**src/rtl/pool_collector.sv**
```systemverilog
// pool_collector: buffers one frame of pooled samples, then streams it out over a valid/ready handshake
module pool_collector #(
  parameter int FRAME_SIZE = 121,
  parameter int DATA_W = 23
) (
  input  logic                     clk,
  input  logic                     rst,
  input  logic                     valid_in,
  input  logic signed [DATA_W-1:0] data_in,
  output logic                     collector_ready,
  output logic                     out_valid,
  input  logic                     out_ready,
  output logic signed [DATA_W-1:0] out_data,
  output logic                     out_last,
  output logic                     frame_done,
  output logic                     overflow
);
  localparam int IW = $clog2(FRAME_SIZE + 1);
  localparam logic [IW-1:0] LAST = IW'(FRAME_SIZE - 1);
  typedef enum logic [1:0] {IDLE, FILL, DRAIN} state_t;
  state_t state;
  logic [IW-1:0] wr_idx, rd_idx;
  logic signed [DATA_W-1:0] mem [FRAME_SIZE];
  logic write, load, done;
  assign write = state == FILL && valid_in;
  assign done = state == DRAIN && out_valid && out_ready && out_last;
  assign load = state == DRAIN && (!out_valid || (out_ready && !out_last));
  always_ff @(posedge clk)
    if (write) mem[wr_idx] <= data_in;
  always_ff @(posedge clk) begin
    if (rst) begin
      state <= IDLE;
      wr_idx <= '0;
      rd_idx <= '0;
      collector_ready <= 1'b0;
      out_valid <= 1'b0;
      out_data <= '0;
      out_last <= 1'b0;
      frame_done <= 1'b0;
      overflow <= 1'b0;
    end else begin
      frame_done <= 1'b0;
      if (valid_in && state != FILL) overflow <= 1'b1;
      case (state)
        IDLE: begin
          state <= FILL;
          wr_idx <= '0;
          collector_ready <= 1'b1;
        end
        FILL: if (valid_in) begin
          wr_idx <= wr_idx + 1'b1;
          if (wr_idx == LAST) begin
            state <= DRAIN;
            rd_idx <= '0;
            collector_ready <= 1'b0;
          end
        end
        DRAIN: if (done) begin
          out_valid <= 1'b0;
          out_last <= 1'b0;
          frame_done <= 1'b1;
          state <= FILL;
          wr_idx <= '0;
          collector_ready <= 1'b1;
        end else if (load) begin
          out_data <= mem[rd_idx];
          out_last <= rd_idx == LAST;
          out_valid <= 1'b1;
          rd_idx <= rd_idx + 1'b1;
        end
        default: state <= IDLE;
      endcase
    end
  end
endmodule

```
**config.mk**
```make
export PLATFORM = sky130hd
export DESIGN_NAME = pool_collector
export DESIGN_NICKNAME = d
export VERILOG_FILES = /design/src/rtl/pool_collector.sv
export SDC_FILE = /design/constraint.sdc
export NUM_CORES = 2
export LEC_CHECK = 0
export CAP_MARGIN = 30
export CORE_ASPECT_RATIO = 1.4
export CORE_MARGIN = 2
export CORE_UTILIZATION = 52
export DETAILED_ROUTE_END_ITERATION = 8
export PLACE_DENSITY = 0.67
export SLEW_MARGIN = 20
export SYNTH_ARGS = -nofsm -noshare
export SYNTH_HDL_FRONTEND = slang
export SYNTH_SLANG_ARGS = --single-unit
```
**constraint.sdc**
```tcl
create_clock -name clk -period 5.7 [get_ports clk]
set_input_delay 1.14 -clock clk [delete_from_list [all_inputs] [get_ports clk]]
set_output_delay 1.14 -clock clk [all_outputs]
set_load 0.02 [all_outputs]
```
* Word level (Yosys, flattened, before mapping) *
Memory sizes are Yosys's and may differ from the RTL's. A register that Yosys moved wholly into a read port is not among the register bits.
Index checks and enable logic that the tools add are counted.
Widths: inputs -> output; s select.

operators by class
  bitwise operators = 2
  reduce and logical (&&, ||, !) cells = 21
  mux-type cells = 23
  add/subtract/negate cells = 2
  eq/ne operators = 10

operator list
  operator             number
  $mux 7               6
  $pmux 7 s3           1
  $add 7x1->7 const B  2
  $eq 7x7->1 const B   2
  $pmux 7 s2           1
  $mux 1               10
  $reduce_and 3->1     3
  $ne 2x2->1 const B   4
  $logic_and 1x1->1    7
  $mux 2               3
  $pmux 2 s3           1
  $reduce_and 5->1     1
  $ne 2x1->1 const B   2
  $reduce_and 4->1     1
  $reduce_bool 2->1    2
  $pmux 1 s3           1
  $reduce_bool 3->1    1
  $eq 2x1->1 const B   1
  $eq 2x2->1 const B   1
  $logic_not 1->1      2
  $logic_not 2->1      1
  $not 1->1            2
  $reduce_and 2->1     1
  $reduce_or 2->1      1
  $logic_or 1x1->1     1

storage, ports and cells
  logic and storage cells = 67
  output and inout bits = 28
  input bits = 27
  register bits = 21
  bits in writable memories = 2783
  memories kept = 1

memory list
  name  words  width  read ports  clocked after memory_dff  wr ports  RTL line  RTL
  mem   121    23     1           1                         1         23        logic signed [DATA_W-1:0] mem [FRAME_SIZE];

* Longest topological paths before layout *
  depth in word-level cells = 7
  depth in mapped cells = 12
  gate-level depth less buffers = 7

* Worst setup path before layout *
OpenSTA, ideal clock, no wires.

  path type = in2reg
  start = in valid_in
  end = mem mem[107][0], enable pin
  stages = 6
  data arrival time = 3.135 ns
  setup slack = 2.162 ns
  data required time = 5.297 ns
  setup time = 0.403 ns
  buffers on the path = 3
  cells stage by stage = and3b_1 > clkbuf_1 > clkbuf_1 > nand4b_1 > clkbuf_1 > nor2_1

on the way
  longest elaborated chain between the ends = 3

RTL lines
  item                          RTL line  RTL
  start: declaration            8         input logic valid_in,
  $logic_and 1x1->1             25        assign write = state == FILL && valid_in;
  $mux 1                        29        if (write) mem[wr_idx] <= data_in;
  $mux 1 (implied by the code)  29
  end: declaration              23

No other way between the ends.

==> results.ini <==
[run_status]
outcome = completed

[timing]
grt_setup_unrepaired = no
maxSlewViolCount = 0
period_share = 0.7300
timing.setup.tns_ps = 0
worstMarginPinSlew_ps = 1028
finalSetupViolations = 0
period_minus_slack_ps = 4161
setup_ws_ps = 1539
clock_skew_ps = 36.95
fmax_mhz = 240.3
hold_viol_final = 0
slew_headroom = 0.3144

[logic_synthesis]
ys_async_sr_fraction = 0
ys_seq_elements = 2827
netlist_area_um2 = 109000
ys_seq_area_frac = 0.7746
synth_common_cells = 2,783 x edfxtp_1, 522 x mux4_2, 426 x mux2i_1
synth-edff-count = 2783
synth_ff_type = edfxtp_1
syn-instance-count = 5227
synth_cell_types = 74
synthTopCellsByArea = edfxtp_1 77%, mux4_2 11%, mux2i_1 3.9%
yosys.area.top_type = edfxtp_1
synth.avg_cell_area_um2 = 20.86
yosysWarnings = 0
synth.net_count = 5258
yosys.area.top_type_share = 0.7665
synth.most_common_cell = edfxtp_1

[floorplanning]
core_area_um2 = 208100
die_y_um = 545.8
die_area_um2 = 213400
num_rows = 198
start_util = 0.5239
die_w_um = 391
pin_count = 55

[detailed_routing]
top_layer = met5
wl_met2_mm = 146.7
drt-met1-wl_mm = 106.0
drt_iter0_drc = 7333
wl_mm = 293.7
vias = 54970
wl_per_cell_um = 34.92
wl_met3_mm = 25.74
drcViolationCount = 0
antenna_left = 0
viasPerCell = 6.536
first_pass_iters = 6

[clock_tree]
htreeDepth = 5
holdBufCountCts = 0
cts_root_buf = clkbuf_16
cts_buffer_depth = 4
numCtsBuffers = 266
cts_tree = built
cts_resized = 0
cts_setup_buffers = 0
clock_latency_ps = 850
path_clk_slew_ps = 60
clock_sinks = 2827

[global_routing]
grt_use_total = 0.2749
grt_remaining_overflow = 0
grt_pass1_vias = 54578
grt_pass1_wl_mm = 411.9
grt_start_max_net_pins = 125
antenna_found_initial = 9

[setup_path]
crit_fanout = 23
crit_type = reg2reg
rr_worst_depth = 9
required_ps = 6490
startpoint_type = flop
reg2reg_to = out_data[3]
crit_arrival_ps = 4950
end_kind = flop
crit_start = rd_idx[0]
rrSetupSlack_ps = 1540
r2r_start = rd_idx[0]
endpoint = out_data[3]

[pwr]
p_per_area_nw_per_um2 = 332.7
peakVddDrop_uv = 312.2
total_power_uw = 40640
p_leak_uw = 0.03745

[cells_and_area]
final_layout_size_suffix_gt1_frac = 0.2365
layout.nets = 5548
area_growth_pct = 12.01

[hold_path]
hold_path_startpoint = overflow
hold_path.class = reg2reg

[job]
drv_cap = 0

[placement]
pre_cts_slack_ps = 1139
portBuffers = 54
gp_congestion = 0.9505
hpwl_mm = 178.9

through the flow:
stage,hold WS (ps),instances,area [um2],utilization
CTS,483.4,8403,122000,0.5863
global route,506.3,8410,122100,0.5869
finish,486.6,8410,122100,0.5869
floorplan,508.8,5227,109000,-
detailed placement,469.2,7943,113700,0.5466
global placement,472.1,7937,113700,0.5462
metal layers:
layer / up-vias / track usage
met2: 3007 / 0.4546
met3: 600 / 0.04816
met4: 4 / 0.1249
li1: 22330 / -
met5: - / 0.0002273
met1: 29029 / 0.3580
flip-flops by register name, indices dropped and copies added (netlist names):
register,count
collector_ready,1
frame_done,1
mem,2783
out_data,23
out_last,1
out_valid,1
overflow,1
rd_idx,7
state,2
wr_idx,7
worst max-delay path, stage by stage (launching register included):
cell	delay, ps
dfxtp_4	810
buf_12	270
buf_4	360
and2_1	560
buf_4	390
nand3_1	150
a41oi_1	310
o21ai_0	340
o221ai_1	600
o311a_1	270
power by group:
part	internal (uW)	leakage (uW)	switching (uW)
logic	60.9	0.00805	482
registers	22800	0.0254	6.03
clock network	9780	0.00403	7490
total	32700	0.0375	7970
placed cells by master, fill, tap and decap left out, types with 46 or more instances in the layout:
cell type  instances
edfxtp_1        2783
mux4_2           522
mux2i_1          426
clkbuf_16        272
buf_4            261
nand2_1          209
nor2_2           126
a21oi_1           91
o22ai_1           89
a22oi_1           79
nand3_1           68
clkbuf_1          59
o21ai_0           52
clkinv_1          51
o221ai_1          47
nor2_1            46
worst min-delay path by stage:
stage | endpoint | slack, ps | cells past startpoint
after global placement | overflow | 470 | 2
after global routing | mem[54][6] | 510 | 1
after floorplan | frame_done | 510 | 2
after CTS | mem[55][6] | 480 | 1
final | overflow | 490 | 2
after detailed placement | overflow | 470 | 2
area by class of cell:
class / instances / area [um2]
fill: 14799 / 85970
sequential: 2827 / 84470
multi-input combinational: 2076 / 23070
clock buffer: 332 / 7042
tap: 2700 / 3378
timing repair buffer: 323 / 2848
clock inverter: 128 / 1224
inverter: 23 / 92.59
antenna: 1 / 2.502
cells by family after synthesis:
kind of cell,after synthesis,synth area share
fa+ha+maj,4,0.0004590
compound gates,540,0.03471
flops,2827,0.7746
simple gates,553,0.02233
buf+inv,324,0.01706
xor+xnor,10,0.0008034
mux,969,0.1501
No activity file was read; power rests on OpenSTA's default activity.
